<file path="src/rtl/gfx_pkg.sv">
// Shared types and widths for the overlay compositor.
//   COLOR_W       : RGB888 pixel width
//   CH_W          : width of one colour channel
//   NUM_CH        : channels per pixel
//   screen_mode_t : frame-level screen mode (PLAY, FLASH, FADE, OVER)
package gfx_pkg;

  localparam int COLOR_W = 24;
  localparam int CH_W    = 8;
  localparam int NUM_CH  = COLOR_W / CH_W;

  typedef enum logic [1:0] {
    PLAY  = 2'd0,
    FLASH = 2'd1,
    FADE  = 2'd2,
    OVER  = 2'd3
  } screen_mode_t;

endpackage

</file>
<file path="src/rtl/overlay_compositor_if.sv">
// Pixel-stream bundle between the video source / game logic and the compositor.
//   master : source side, drives raster position, video, layers and game sideband
//   slave  : compositor side, returns composited pixel, delayed raster and mode
interface overlay_compositor_if #(
  parameter int NUM_LAYERS = 4
);
  import gfx_pkg::*;

  logic [10:0]                   hcount_in;
  logic [9:0]                    vcount_in;
  logic [COLOR_W-1:0]            pixel_in;
  logic [NUM_LAYERS-1:0]         layer_valid_in;
  logic [COLOR_W*NUM_LAYERS-1:0] layer_pixel_in;
  logic                          collision_in;
  logic                          game_over_in;
  logic [COLOR_W-1:0]            game_over_pixel_in;

  logic [COLOR_W-1:0]            pixel_out;
  logic [10:0]                   hcount_out;
  logic [9:0]                    vcount_out;
  logic [1:0]                    mode_out;

  modport master (
    output hcount_in, vcount_in, pixel_in, layer_valid_in, layer_pixel_in,
           collision_in, game_over_in, game_over_pixel_in,
    input  pixel_out, hcount_out, vcount_out, mode_out
  );

  modport slave (
    input  hcount_in, vcount_in, pixel_in, layer_valid_in, layer_pixel_in,
           collision_in, game_over_in, game_over_pixel_in,
    output pixel_out, hcount_out, vcount_out, mode_out
  );

endinterface

</file>
<file path="src/rtl/overlay_compositor_alpha_blend.sv">
// Stage 2 of the compositor: registered per-channel blend of the game-over
// sprite over the stage-1 composite, with blanking.
//   clk_i, rst_i : pixel clock, synchronous active-high reset
//   comp_i       : stage-1 composite pixel
//   go_i         : game-over sprite pixel
//   alpha_i      : sprite weight, 0 .. 2^FADE_LOG2 (0 = comp only, max = sprite only)
//   blank_i      : force the output pixel to black
//   pixel_o      : registered output pixel
module alpha_blend
  import gfx_pkg::*;
#(
  parameter int FADE_LOG2 = 4
) (
  input  logic               clk_i,
  input  logic               rst_i,
  input  logic [COLOR_W-1:0] comp_i,
  input  logic [COLOR_W-1:0] go_i,
  input  logic [FADE_LOG2:0] alpha_i,
  input  logic               blank_i,
  output logic [COLOR_W-1:0] pixel_o
);

  localparam int ACC_W = CH_W + FADE_LOG2 + 1;
  localparam logic [FADE_LOG2:0] ALPHA_MAX = (FADE_LOG2 + 1)'(1 << FADE_LOG2);

  logic [FADE_LOG2:0]  inv_alpha;
  logic [COLOR_W-1:0]  pixel_d;
  logic [COLOR_W-1:0]  pixel_q;
  logic [COLOR_W-1:0]  blend;

  assign inv_alpha = ALPHA_MAX - alpha_i;

  // The two weights sum to 2^FADE_LOG2, so the shifted sum never exceeds 8 bits.
  for (genvar c = 0; c < NUM_CH; c++) begin : g_ch
    logic [ACC_W-1:0] acc;
    assign acc = ACC_W'(go_i[c*CH_W +: CH_W])   * ACC_W'(alpha_i)
               + ACC_W'(comp_i[c*CH_W +: CH_W]) * ACC_W'(inv_alpha);
    assign blend[c*CH_W +: CH_W] = acc[FADE_LOG2 +: CH_W];
  end

  assign pixel_d = blank_i ? '0 : blend;

  always_ff @(posedge clk_i) begin
    if (rst_i) pixel_q <= '0;
    else       pixel_q <= pixel_d;
  end

  assign pixel_o = pixel_q;

endmodule

</file>
<file path="src/rtl/overlay_compositor.sv">
// Two-stage overlay compositor with a frame-synchronous screen-mode FSM.
//   clk_in : pixel clock
//   rst_in : synchronous active-high reset
//   bus    : slave side of overlay_compositor_if (raster, video, layers,
//            collision / game-over sideband in; pixel, delayed raster, mode out)
//
// State  | meaning
// -------+------------------------------------------------------------
// PLAY   | normal compositing of layers over video
// FLASH  | collision flash, video replaced by flash colour on odd flash_cnt
// FADE   | game-over sprite fading in, alpha steps once per frame
// OVER   | game-over sprite shown in full until game_over_in drops
module overlay_compositor
  import gfx_pkg::*;
#(
  parameter int                 ACTIVE_H_PIXELS = 1280,
  parameter int                 ACTIVE_LINES    = 720,
  parameter int                 NUM_LAYERS      = 4,
  parameter logic [COLOR_W-1:0] COLLISION_COLOR = 24'h800000,
  parameter int                 FLASH_FRAMES    = 8,
  parameter int                 FADE_LOG2       = 4
) (
  input logic                 clk_in,
  input logic                 rst_in,
  overlay_compositor_if.slave bus
);

  localparam logic [FADE_LOG2:0] ALPHA_ONE  = (FADE_LOG2 + 1)'(1);
  localparam logic [FADE_LOG2:0] ALPHA_MAX  = (FADE_LOG2 + 1)'(1 << FADE_LOG2);
  localparam logic [7:0]         FLASH_INIT = 8'(FLASH_FRAMES);
  localparam logic [10:0]        H_LIMIT    = 11'(ACTIVE_H_PIXELS);
  localparam logic [9:0]         V_LIMIT    = 10'(ACTIVE_LINES);

  screen_mode_t       mode_q, mode_d;
  logic [FADE_LOG2:0] alpha_q, alpha_d;
  logic [7:0]         flash_cnt_q, flash_cnt_d;
  logic               seen_q, seen_d;
  logic               fs;

  logic [COLOR_W-1:0] comp_d, comp_q;
  logic [COLOR_W-1:0] go_q;
  logic [FADE_LOG2:0] blend_alpha_d, blend_alpha_q;
  logic [10:0]        hcount_q;
  logic [9:0]         vcount_q;
  logic [10:0]        hcount_out_q;
  logic [9:0]         vcount_out_q;
  logic               blank;
  logic [COLOR_W-1:0] pixel_w;

  assign fs = (bus.hcount_in == 11'd0) && (bus.vcount_in == 10'd0);

  always_ff @(posedge clk_in) begin
    if (rst_in) begin
      mode_q      <= PLAY;
      alpha_q     <= '0;
      flash_cnt_q <= '0;
      seen_q      <= 1'b0;
    end else begin
      mode_q      <= mode_d;
      alpha_q     <= alpha_d;
      flash_cnt_q <= flash_cnt_d;
      seen_q      <= seen_d;
    end
  end

  // The flag seen on FS belongs to the frame just ended; a collision on the
  // FS cycle itself starts the new frame's flag.
  always_comb begin
    mode_d      = mode_q;
    alpha_d     = alpha_q;
    flash_cnt_d = flash_cnt_q;
    seen_d      = seen_q | bus.collision_in;
    if (fs) begin
      seen_d = bus.collision_in;
      if (bus.game_over_in && (mode_q == PLAY || mode_q == FLASH)) begin
        mode_d  = FADE;
        alpha_d = '0;
        seen_d  = 1'b0;
      end else if (mode_q == FADE) begin
        alpha_d = alpha_q + ALPHA_ONE;
        if (alpha_d == ALPHA_MAX) mode_d = OVER;
      end else if (mode_q == OVER) begin
        if (!bus.game_over_in) mode_d = PLAY;
      end else if (mode_q == PLAY) begin
        if (seen_q) begin
          mode_d      = FLASH;
          flash_cnt_d = FLASH_INIT;
        end
      end else begin
        if (seen_q) begin
          flash_cnt_d = FLASH_INIT;
        end else begin
          flash_cnt_d = flash_cnt_q - 8'd1;
          if (flash_cnt_d == 8'd0) mode_d = PLAY;
        end
      end
    end
  end

  // Stage 1 uses the next-state values so the FS pixel already sees the new mode.
  // Scanning from the top index down leaves the lowest valid index in comp_d.
  always_comb begin
    comp_d = bus.pixel_in;
    if (mode_d == FLASH && flash_cnt_d[0]) comp_d = COLLISION_COLOR;
    for (int i = NUM_LAYERS - 1; i >= 0; i--) begin
      if (bus.layer_valid_in[i]) comp_d = bus.layer_pixel_in[i*COLOR_W +: COLOR_W];
    end
  end

  always_comb begin
    blend_alpha_d = '0;
    case (mode_d)
      FADE:    blend_alpha_d = alpha_d;
      OVER:    blend_alpha_d = ALPHA_MAX;
      default: blend_alpha_d = '0;
    endcase
  end

  always_ff @(posedge clk_in) begin
    if (rst_in) begin
      comp_q        <= '0;
      go_q          <= '0;
      blend_alpha_q <= '0;
      hcount_q      <= '0;
      vcount_q      <= '0;
      hcount_out_q  <= '0;
      vcount_out_q  <= '0;
    end else begin
      comp_q        <= comp_d;
      go_q          <= bus.game_over_pixel_in;
      blend_alpha_q <= blend_alpha_d;
      hcount_q      <= bus.hcount_in;
      vcount_q      <= bus.vcount_in;
      hcount_out_q  <= hcount_q;
      vcount_out_q  <= vcount_q;
    end
  end

  assign blank = (hcount_q >= H_LIMIT) || (vcount_q >= V_LIMIT);

  alpha_blend #(
    .FADE_LOG2 (FADE_LOG2)
  ) u_blend (
    .clk_i   (clk_in),
    .rst_i   (rst_in),
    .comp_i  (comp_q),
    .go_i    (go_q),
    .alpha_i (blend_alpha_q),
    .blank_i (blank),
    .pixel_o (pixel_w)
  );

  assign bus.pixel_out  = pixel_w;
  assign bus.hcount_out = hcount_out_q;
  assign bus.vcount_out = vcount_out_q;
  assign bus.mode_out   = mode_q;

endmodule
</file>
<file path="src/flat_wrapper.sv">
// flat-port wrapper written by rule: the top's interface ports become plain ports
module overlay_compositor_flat import gfx_pkg::*;
#(
  parameter int                 ACTIVE_H_PIXELS = 1280,
  parameter int                 ACTIVE_LINES    = 720,
  parameter int                 NUM_LAYERS      = 4,
  parameter logic [COLOR_W-1:0] COLLISION_COLOR = 24'h800000,
  parameter int                 FLASH_FRAMES    = 8,
  parameter int                 FADE_LOG2       = 4
)
  (clk_in, rst_in, bus_hcount_in, bus_vcount_in, bus_pixel_in, bus_layer_valid_in, bus_layer_pixel_in, bus_collision_in, bus_game_over_in, bus_game_over_pixel_in, bus_pixel_out, bus_hcount_out, bus_vcount_out, bus_mode_out);
  overlay_compositor_if #(.NUM_LAYERS(NUM_LAYERS)) bus_i ();
  input logic clk_in;
  input logic rst_in;
  input wire logic [$bits(bus_i.hcount_in)-1:0] bus_hcount_in;
  input wire logic [$bits(bus_i.vcount_in)-1:0] bus_vcount_in;
  input wire logic [$bits(bus_i.pixel_in)-1:0] bus_pixel_in;
  input wire logic [$bits(bus_i.layer_valid_in)-1:0] bus_layer_valid_in;
  input wire logic [$bits(bus_i.layer_pixel_in)-1:0] bus_layer_pixel_in;
  input wire logic [$bits(bus_i.collision_in)-1:0] bus_collision_in;
  input wire logic [$bits(bus_i.game_over_in)-1:0] bus_game_over_in;
  input wire logic [$bits(bus_i.game_over_pixel_in)-1:0] bus_game_over_pixel_in;
  output wire logic [$bits(bus_i.pixel_out)-1:0] bus_pixel_out;
  output wire logic [$bits(bus_i.hcount_out)-1:0] bus_hcount_out;
  output wire logic [$bits(bus_i.vcount_out)-1:0] bus_vcount_out;
  output wire logic [$bits(bus_i.mode_out)-1:0] bus_mode_out;
  assign bus_i.hcount_in = bus_hcount_in;
  assign bus_i.vcount_in = bus_vcount_in;
  assign bus_i.pixel_in = bus_pixel_in;
  assign bus_i.layer_valid_in = bus_layer_valid_in;
  assign bus_i.layer_pixel_in = bus_layer_pixel_in;
  assign bus_i.collision_in = bus_collision_in;
  assign bus_i.game_over_in = bus_game_over_in;
  assign bus_i.game_over_pixel_in = bus_game_over_pixel_in;
  assign bus_pixel_out = bus_i.pixel_out;
  assign bus_hcount_out = bus_i.hcount_out;
  assign bus_vcount_out = bus_i.vcount_out;
  assign bus_mode_out = bus_i.mode_out;
  overlay_compositor #(.ACTIVE_H_PIXELS(ACTIVE_H_PIXELS), .ACTIVE_LINES(ACTIVE_LINES), .NUM_LAYERS(NUM_LAYERS), .COLLISION_COLOR(COLLISION_COLOR), .FLASH_FRAMES(FLASH_FRAMES), .FADE_LOG2(FADE_LOG2)) u_core (.clk_in(clk_in), .rst_in(rst_in), .bus(bus_i));
endmodule
</file>
<file path="config.mk">
export PLATFORM = sky130hd
export DESIGN_NAME = overlay_compositor_flat
export DESIGN_NICKNAME = d
export VERILOG_FILES = /design/src/rtl/gfx_pkg.sv /design/src/rtl/overlay_compositor_if.sv /design/src/rtl/overlay_compositor_alpha_blend.sv /design/src/rtl/overlay_compositor.sv /design/src/flat_wrapper.sv
export SDC_FILE = /design/constraint.sdc
export NUM_CORES = 1
export LEC_CHECK = 0
export CAP_MARGIN = 20
export CORE_MARGIN = 4
export CORE_UTILIZATION = 55
export CTS_CLUSTER_DIAMETER = 80
export CTS_CLUSTER_SIZE = 14
export DETAILED_ROUTE_END_ITERATION = 8
export PLACE_DENSITY_LB_ADDON = 0.12
export SLEW_MARGIN = 20
export SYNTH_ARGS = -nofsm -noshare
export SYNTH_HDL_FRONTEND = slang
export SYNTH_HIERARCHICAL = 1
export SYNTH_SLANG_ARGS = --single-unit
</file>
<file path="constraint.sdc">
create_clock -name clk_in -period 7.3 [get_ports clk_in]
set_clock_uncertainty 0.15 [all_clocks]
set_input_delay 1.46 -clock clk_in [delete_from_list [all_inputs] [get_ports clk_in]]
set_output_delay 1.46 -clock clk_in [all_outputs]
set_load 0.05 [all_outputs]
</file>
After elaboration in Yosys (flattened, before gate mapping)
Index checks and enable logic that the tools add are counted.
{"block": "word_totals", "register_bits": 135}
{"block": "op_classes", "mul": 6, "bitwise_logic": 4, "eq_ne": 8, "addsub": 6, "n_lt_le_gt_ge": 2, "n_mux": 28, "reduce_logical": 11}
{"operator": "two-way mux 24 bit", "count": 5}
{"operator": "multiplier 8 x 5 -> 12 bit", "count": 6}
{"operator": "adder 12 bit", "count": 3}
{"operator": "two-way mux 8 bit", "count": 3}
{"operator": "two-way mux 2 bit", "count": 10}
{"operator": "two-way mux 5 bit", "count": 3}
{"operator": ">= comparator 11 bit, second input constant", "count": 1}
{"operator": "zero test 11 bit", "count": 1}
{"operator": ">= comparator 10 bit, second input constant", "count": 1}
{"operator": "zero test 10 bit", "count": 1}
{"operator": "case mux 5 bit (2 select lines)", "count": 1}
{"operator": "equality test 2 bit, second input constant", "count": 4}
{"operator": "zero test 8 bit", "count": 1}
{"operator": "subtractor 8 x 1 -> 8 bit, second input constant", "count": 1}
{"operator": "two-way mux 1 bit", "count": 6}
{"operator": "adder 5 x 1 -> 5 bit, second input constant", "count": 1}
{"operator": "equality test 5 bit, second input constant", "count": 1}
{"operator": "AND reduction 5 bit", "count": 1}
{"operator": "subtractor 5 bit, first input constant", "count": 1}
{"operator": "equality test 2 x 1 -> 1 bit, second input constant", "count": 2}
{"operator": "logical AND 1 bit", "count": 3}
{"operator": "NOT 1 bit", "count": 3}
{"operator": "zero test 2 bit", "count": 1}
{"operator": "logical OR 1 bit", "count": 2}
{"operator": "other kinds (3)", "count": 3}

Logic depth before layout (Yosys ltp)
{"block": "logic_depth", "depth_word": 16, "mapped_depth": 24}

Modules after synthesis
The synthesis kept the hierarchy.
{"mod": "alpha_blend", "instances": 1, "area_each_um2": 7772.5, "cells_per_inst": 865}
{"mod": "overlay_compositor", "instances": 1, "area_each_um2": 4697.0, "cells_per_inst": 497}

Worst setup path after synthesis
Ideal clock, no wire load.
{"block": "synth_path", "path_type": "reg-to-reg", "startpoint": "register u_core.blend_alpha_q[0]", "endpoint": "register u_core.u_blend.pixel_q[11], in the netlist u_core/u_blend/pixel_o[11]", "n_path_buf": 3, "synth_period_minus_slack_ns": 5.975, "t_arrival_ns": 5.693, "path_slack_ns": 1.325, "required_ns": 7.018, "path_stages_with_launch": 24, "cell_sequence": "dfxtp_1 buf_4 clkbuf_1 inv_1 ha_1 nor3b_4 xor2_2 buf_2 nand2_1 fa_1 fa_1 fa_1 inv_1 fa_1 inv_1 fa_1 inv_1 ha_1 and2_4 a221oi_2 nand2_1 a21o_1 a211oi_1 nor3_1"}
{"block": "synth_via", "elab_chain_len": 3, "word_cells_on_any_way": 4}
{"item": "from (decl)", "line_no": "overlay_compositor.sv:42", "text": "logic [FADE_LOG2:0] blend_alpha_d, blend_alpha_q;"}
{"item": "from (signal assigned)", "line_no": "overlay_compositor.sv:131", "text": "blend_alpha_q <= blend_alpha_d;"}
{"item": "subtractor 5 bit", "line_no": "overlay_compositor_alpha_blend.sv:31", "text": "assign inv_alpha = ALPHA_MAX - alpha_i;"}
{"item": "multiplier 8 x 5 -> 12 bit", "line_no": "overlay_compositor_alpha_blend.sv:37", "text": "+ ACC_W'(comp_i[c*CH_W +: CH_W]) * ACC_W'(inv_alpha);"}
{"item": "adder 12 bit (*)", "line_no": "overlay_compositor_alpha_blend.sv:37"}
{"item": "to (signal assigned)", "line_no": "overlay_compositor_alpha_blend.sv:45", "text": "else pixel_q <= pixel_d;"}
{"item": "to (decl)", "line_no": "overlay_compositor_alpha_blend.sv:28", "text": "logic [COLOR_W-1:0] pixel_q;"}
Mark *: on every way between the ends. The rest lies on a longest branch, timed or not.
A chain may end at the register's enable or synchronous reset.

Final worst setup path
{"block": "layout_path", "startpoint": "register u_core.blend_alpha_q[0]", "endpoint": "register u_core.u_blend.pixel_q[22], in the netlist u_core/u_blend/pixel_o[22]"}
Same word-level chain as after synthesis.

==> impl_summary.md <==
CTS
The H-tree depth is 4. Clock tree synthesis selected as its root buffer the cell sky130_fd_sc_hd__clkbuf_16. TritonCTS created 17 clock buffers. For this design, the CTS-stage hold fixing added 0 buffers. The number of buffers inserted by post-CTS setup repair is 0. The worst-skew pair later-pin latency is 0.43 ns. The clock net sink count is 135. The number of gates resized after CTS was 0.

After clock tree synthesis, the clock-pin slew on the worst setup and hold paths is 0.07 ns. Counting along the longest clock path gives a buffer depth of 2. The CTS tree is built.

Place
The HPWL reported at the end of detailed placement is 25.7 mm. The post-detailed-placement cell area is 14800 um2. The final weighted congestion in routability-driven placement is 0.878.

Buffers placed on the I/O ports in this run total 219.

Yosys
Of all flip-flops after synthesis, the portion carrying an async set or reset was 0%. The number of distinct standard cells referenced by the synthesized netlist is 74. The fraction of post-synthesis cell area in the top cell type by area is 24.6%. The main combinational cell family by area after synthesis is adder cells.

The number of nets in the synthesized netlist is 1779. Averaged over all synthesized cells, the footprint is 9.16 um2. The compound-cell area share of the yosys netlist is 12.8%. The post-synthesis xor/xnor area fraction is 3.08%. The number of synthesized register bits is 135. After technology mapping, the gate count stands at 1362. Of the total synthesized cell area, the portion taken by AND, OR, NAND and NOR gates is 20.4%. The sequential-to-total area share from yosys stat is 21.7%. Yosys attributes the largest share of cell area to sky130_fd_sc_hd__fa_1 25%, sky130_fd_sc_hd__dfxtp_1 22%, sky130_fd_sc_hd__ha_1 9.1%. sky130_fd_sc_hd__fa_1 takes more of the synthesized area than any other cell. For this run, the number of Yosys warnings is 6. In the synthesized netlist, the cells that appear most often are 199 x sky130_fd_sc_hd__inv_1, 153 x sky130_fd_sc_hd__fa_1, 148 x sky130_fd_sc_hd__and2_1, 135 x sky130_fd_sc_hd__dfxtp_1, 110 x sky130_fd_sc_hd__nand2_1.

Summing the areas of all fa, ha and maj instances in the mapped netlist gives 33.7% of the synthesized area. After synthesis, the share of cell area in mux cells is 0.0803%. The library cell with the highest instance count after synthesis is sky130_fd_sc_hd__inv_1. The number of flops mapped to enable cells by yosys is 0. The netlist area before placement is 12500 um2. The dominant register cell in the synthesized netlist is sky130_fd_sc_hd__dfxtp_1.

Die
The count of standard-cell rows is 54. The die area is 25100 um2. The die boundary height is 159 um.

The area of the placeable core is 22100 um2. The initial core utilization is 56.4%. The width of the chip is 159 um. During I/O placement, the number of pins put on the boundary was 220.

Route
For this run, design rule violations remaining after detail routing come to 0. Summing over every cut layer, the via total after detailed routing is 10137. The count of TritonRoute iterations in the first routing pass is 5. For this block, the routed nets add up to 33.0 mm of wire. After detailed routing, the average wire length per cell comes to 17.9 um. The detailed router finished its first iteration with 629 violations. The detail route stage leaves a number of antenna-violating nets equal to 0. The number of vias per cell after detailed routing is 5.51.

Worst setup path
The most critical setup path has its startpoint at u_core/blend_alpha_q[0]. The largest individual stage delay along the critical path comes from the cell sky130_fd_sc_hd__xnor2_1. The worst setup path is captured at a register. The critical path goes through inv_1 -> ha_1 -> xnor2_1 -> buf_4 -> nand2_1 -> fa_1 -> fa_1 -> fa_1 -> inv_1 -> fa_1 -> inv_1 -> fa_1 -> inv_1 -> ha_1 -> and2_4 -> a221oi_2 -> a31oi_1 -> nor2b_1 -> o311a_1.

Of all nets on the critical path, the largest fanout is 13. The critical path class is register to register. For the worst setup path, the data required time is 7.46 ns. The most repeated library cell on the critical path is sky130_fd_sc_hd__fa_1. STA puts the critical path data arrival time at 6.21 ns. STA classifies the critical path startpoint as a register. On the worst path, the slowest cell contributes a delay of 0.74 ns.

The reg-to-reg startpoint is u_core/blend_alpha_q[0].

GRT
The number of antenna violations at the first check in global routing is 0. The met3 capacity usage during global routing is 6.55%. The first global-routing pass estimated 53.3 mm of wire. met2 is the most crowded layer.

The met2 track demand over resource is 45.7%. In the global route stage, met1 resource usage came out at 34.3%. The combined global-route utilization of all metal layers is 27.0%. The overflow left after global routing is 0. The via count of the first global-routing pass is 10547. The largest net degree at the start of global routing is 64.

Power
Dividing total power by cell area gives a power density of 134 nW/um2. VDD sags by at most 0.135 mV. Summed over all cells, the static leakage comes to 0.00675 uW.

STA
Timing would allow up to 165 MHz. The final-report max-slew violation count came to 0. The hold violation total from the final report is 0.

Setup repair after global routing left no endpoint under its margin. For the pin with the worst max-slew slack, the measured transition is 0.906 ns. Setup violations remaining at the end of the flow were counted as 0.

The worst pin sits at a relative slew slack of 39.2%. Across all hold checks on the routed design, the worst slack comes to 0.289 ns. Adding up every negative setup slack in the final design gives 0 ns. After layout, the worst path uses 83.0% of the clock period. The clock period could shrink to 6.06 ns.

Cells and area
The number of antenna cells inserted is 0. The post-route netlist has 6.28% of its cells at a drive strength greater than 1. After routing the design area is 15500 um2. Relative to the synthesized area, the layout overhead comes to 24.1%. For this run, the post-layout net count is 1965.

Run
Across the run, the number of max-cap violations was 0.

Min path
The path type of the worst min-delay path is register to register. The launch instance of the worst min-delay path is u_core/hcount_q[3].

Status
The flow ran to the end, and the final reports show no timing, DRC or antenna violations.
[worst paths after layout]
| kind | depth (start not counted) | slack (ns) | to |
|---|---|---|---|
| max reg2reg | 19 | 1.24 | u_core/u_blend/pixel_o[22] |
| max | 19 | 1.24 | u_core/u_blend/pixel_o[22] |
| min reg2reg | 1 | 0.29 | u_core/bus.hcount_out[3] |
| min | 1 | 0.29 | u_core/bus.hcount_out[3] |
[layout by cell type (no fill, tap or decap), types with 3 or more instances in the layout]
master / Yosys / routed
sky130_fd_sc_hd__nand3_1: 7 / 7
sky130_fd_sc_hd__a221oi_1: 23 / 23
sky130_fd_sc_hd__xor2_1: 10 / 10
sky130_fd_sc_hd__nand4_1: 6 / 6
sky130_fd_sc_hd__xnor2_1: 32 / 32
sky130_fd_sc_hd__a21oi_1: 44 / 44
sky130_fd_sc_hd__o21ai_0: 20 / 20
sky130_fd_sc_hd__or2_2: 4 / 4
sky130_fd_sc_hd__o21ai_1: 6 / 6
sky130_fd_sc_hd__nand2_1: 110 / 110
sky130_fd_sc_hd__inv_1: 199 / 199
sky130_fd_sc_hd__a211oi_1: 31 / 31
sky130_fd_sc_hd__buf_4: 3 / 15
sky130_fd_sc_hd__clkinv_8: 0 / 5
sky130_fd_sc_hd__a21o_1: 3 / 3
sky130_fd_sc_hd__or4_1: 3 / 3
sky130_fd_sc_hd__nor4_1: 8 / 8
sky130_fd_sc_hd__ha_1: 91 / 91
sky130_fd_sc_hd__nand2b_1: 24 / 24
sky130_fd_sc_hd__nor3_1: 6 / 6
sky130_fd_sc_hd__and2_1: 148 / 148
sky130_fd_sc_hd__nor2b_1: 70 / 70
sky130_fd_sc_hd__o22ai_1: 24 / 24
sky130_fd_sc_hd__a211oi_2: 21 / 21
sky130_fd_sc_hd__clkdlybuf4s50_1: 0 / 217
sky130_fd_sc_hd__dfxtp_1: 135 / 135
sky130_fd_sc_hd__fa_1: 153 / 153
sky130_fd_sc_hd__nor2_1: 50 / 50
sky130_fd_sc_hd__a31oi_1: 7 / 7
sky130_fd_sc_hd__nor4_2: 3 / 3
sky130_fd_sc_hd__inv_8: 0 / 6
sky130_fd_sc_hd__clkbuf_16: 0 / 17
[cells by family (layout without fill, tap and decap cells)]
kind of cell,after synthesis,in the layout
muxes,1,1
DFF,135,135
buffers and inverters,266,465
xor gates and xnor gates,43,43
and+or+nand+nor,460,460
adders and majority gates,244,244
AOI/OAI and AO/OA,213,213
[registers in the layout, summed over array words and instances, names as in the netlist]
| signal | cells |
|---|---|
| u_core/bus.vcount_out | 10 |
| u_core/bus.hcount_out | 11 |
| u_core/blend_alpha_q | 5 |
| u_core/alpha_q | 5 |
| u_core/bus.mode_out | 2 |
| u_core/u_blend/pixel_o | 24 |
| u_core/flash_cnt_q | 8 |
| u_core/go_q | 24 |
| u_core/vcount_q | 10 |
| u_core/hcount_q | 11 |
| u_core/seen_q | 1 |
| u_core/comp_q | 24 |
[power by group]
group          total [uW]  internal [uW]  switching [uW]  leakage, uW
combinational         343            172             171      0.00533
sequential            807            771            36.4      0.00111
clock                 915            499             417     0.000303
[area by class of cell]
| class | instances | area, um2 |
|---|---|---|
| well taps | 280 | 350 |
| inverters | 200 | 751 |
| repair buffers | 233 | 2290 |
| clock inverters | 15 | 204 |
| clock buffers | 17 | 425 |
| multi-input cells | 961 | 8750 |
| fillers | 1731 | 6620 |
| flip-flops and latches | 135 | 2700 |
[routing by layer]
metal | share of wire (%) | vias up | wire length [um]
met1 | 41 | 4944 | 13400
li1 | - | 4779 | -
met2 | 50 | 367 | 16400
met4 | 2.4 | 0 | 802
met5 | 0 | - | 0
met3 | 7.2 | 47 | 2370
[metrics by stage]
| stage | power, uW | utilization [%] | setup WS [ns] | instances |
|---|---|---|---|---|
| after floorplan | 989 | - | 1.33 | 1362 |
| after global placement | 1160 | 67.2 | 1.49 | 1809 |
| after detailed placement | 1160 | 67.2 | 1.30 | 1809 |
| after CTS | 2080 | 70.0 | 1.27 | 1841 |
| after global routing | 2140 | 70.0 | 1.00 | 1841 |
| final | 2070 | 70.0 | 1.24 | 1841 |
[worst max-delay path: cells and delay by family, from the launching register on]
family,cells,cell delay (ns)
adder cells (fa/ha/maj),7,2.98
AND/OR/NAND/NOR,3,0.45
flip-flops,1,0.33
AO/OA/AOI/OAI,3,0.80
XOR/XNOR,1,0.74
buffers and inverters,5,0.51
Power figures use the tool's default switching activity.
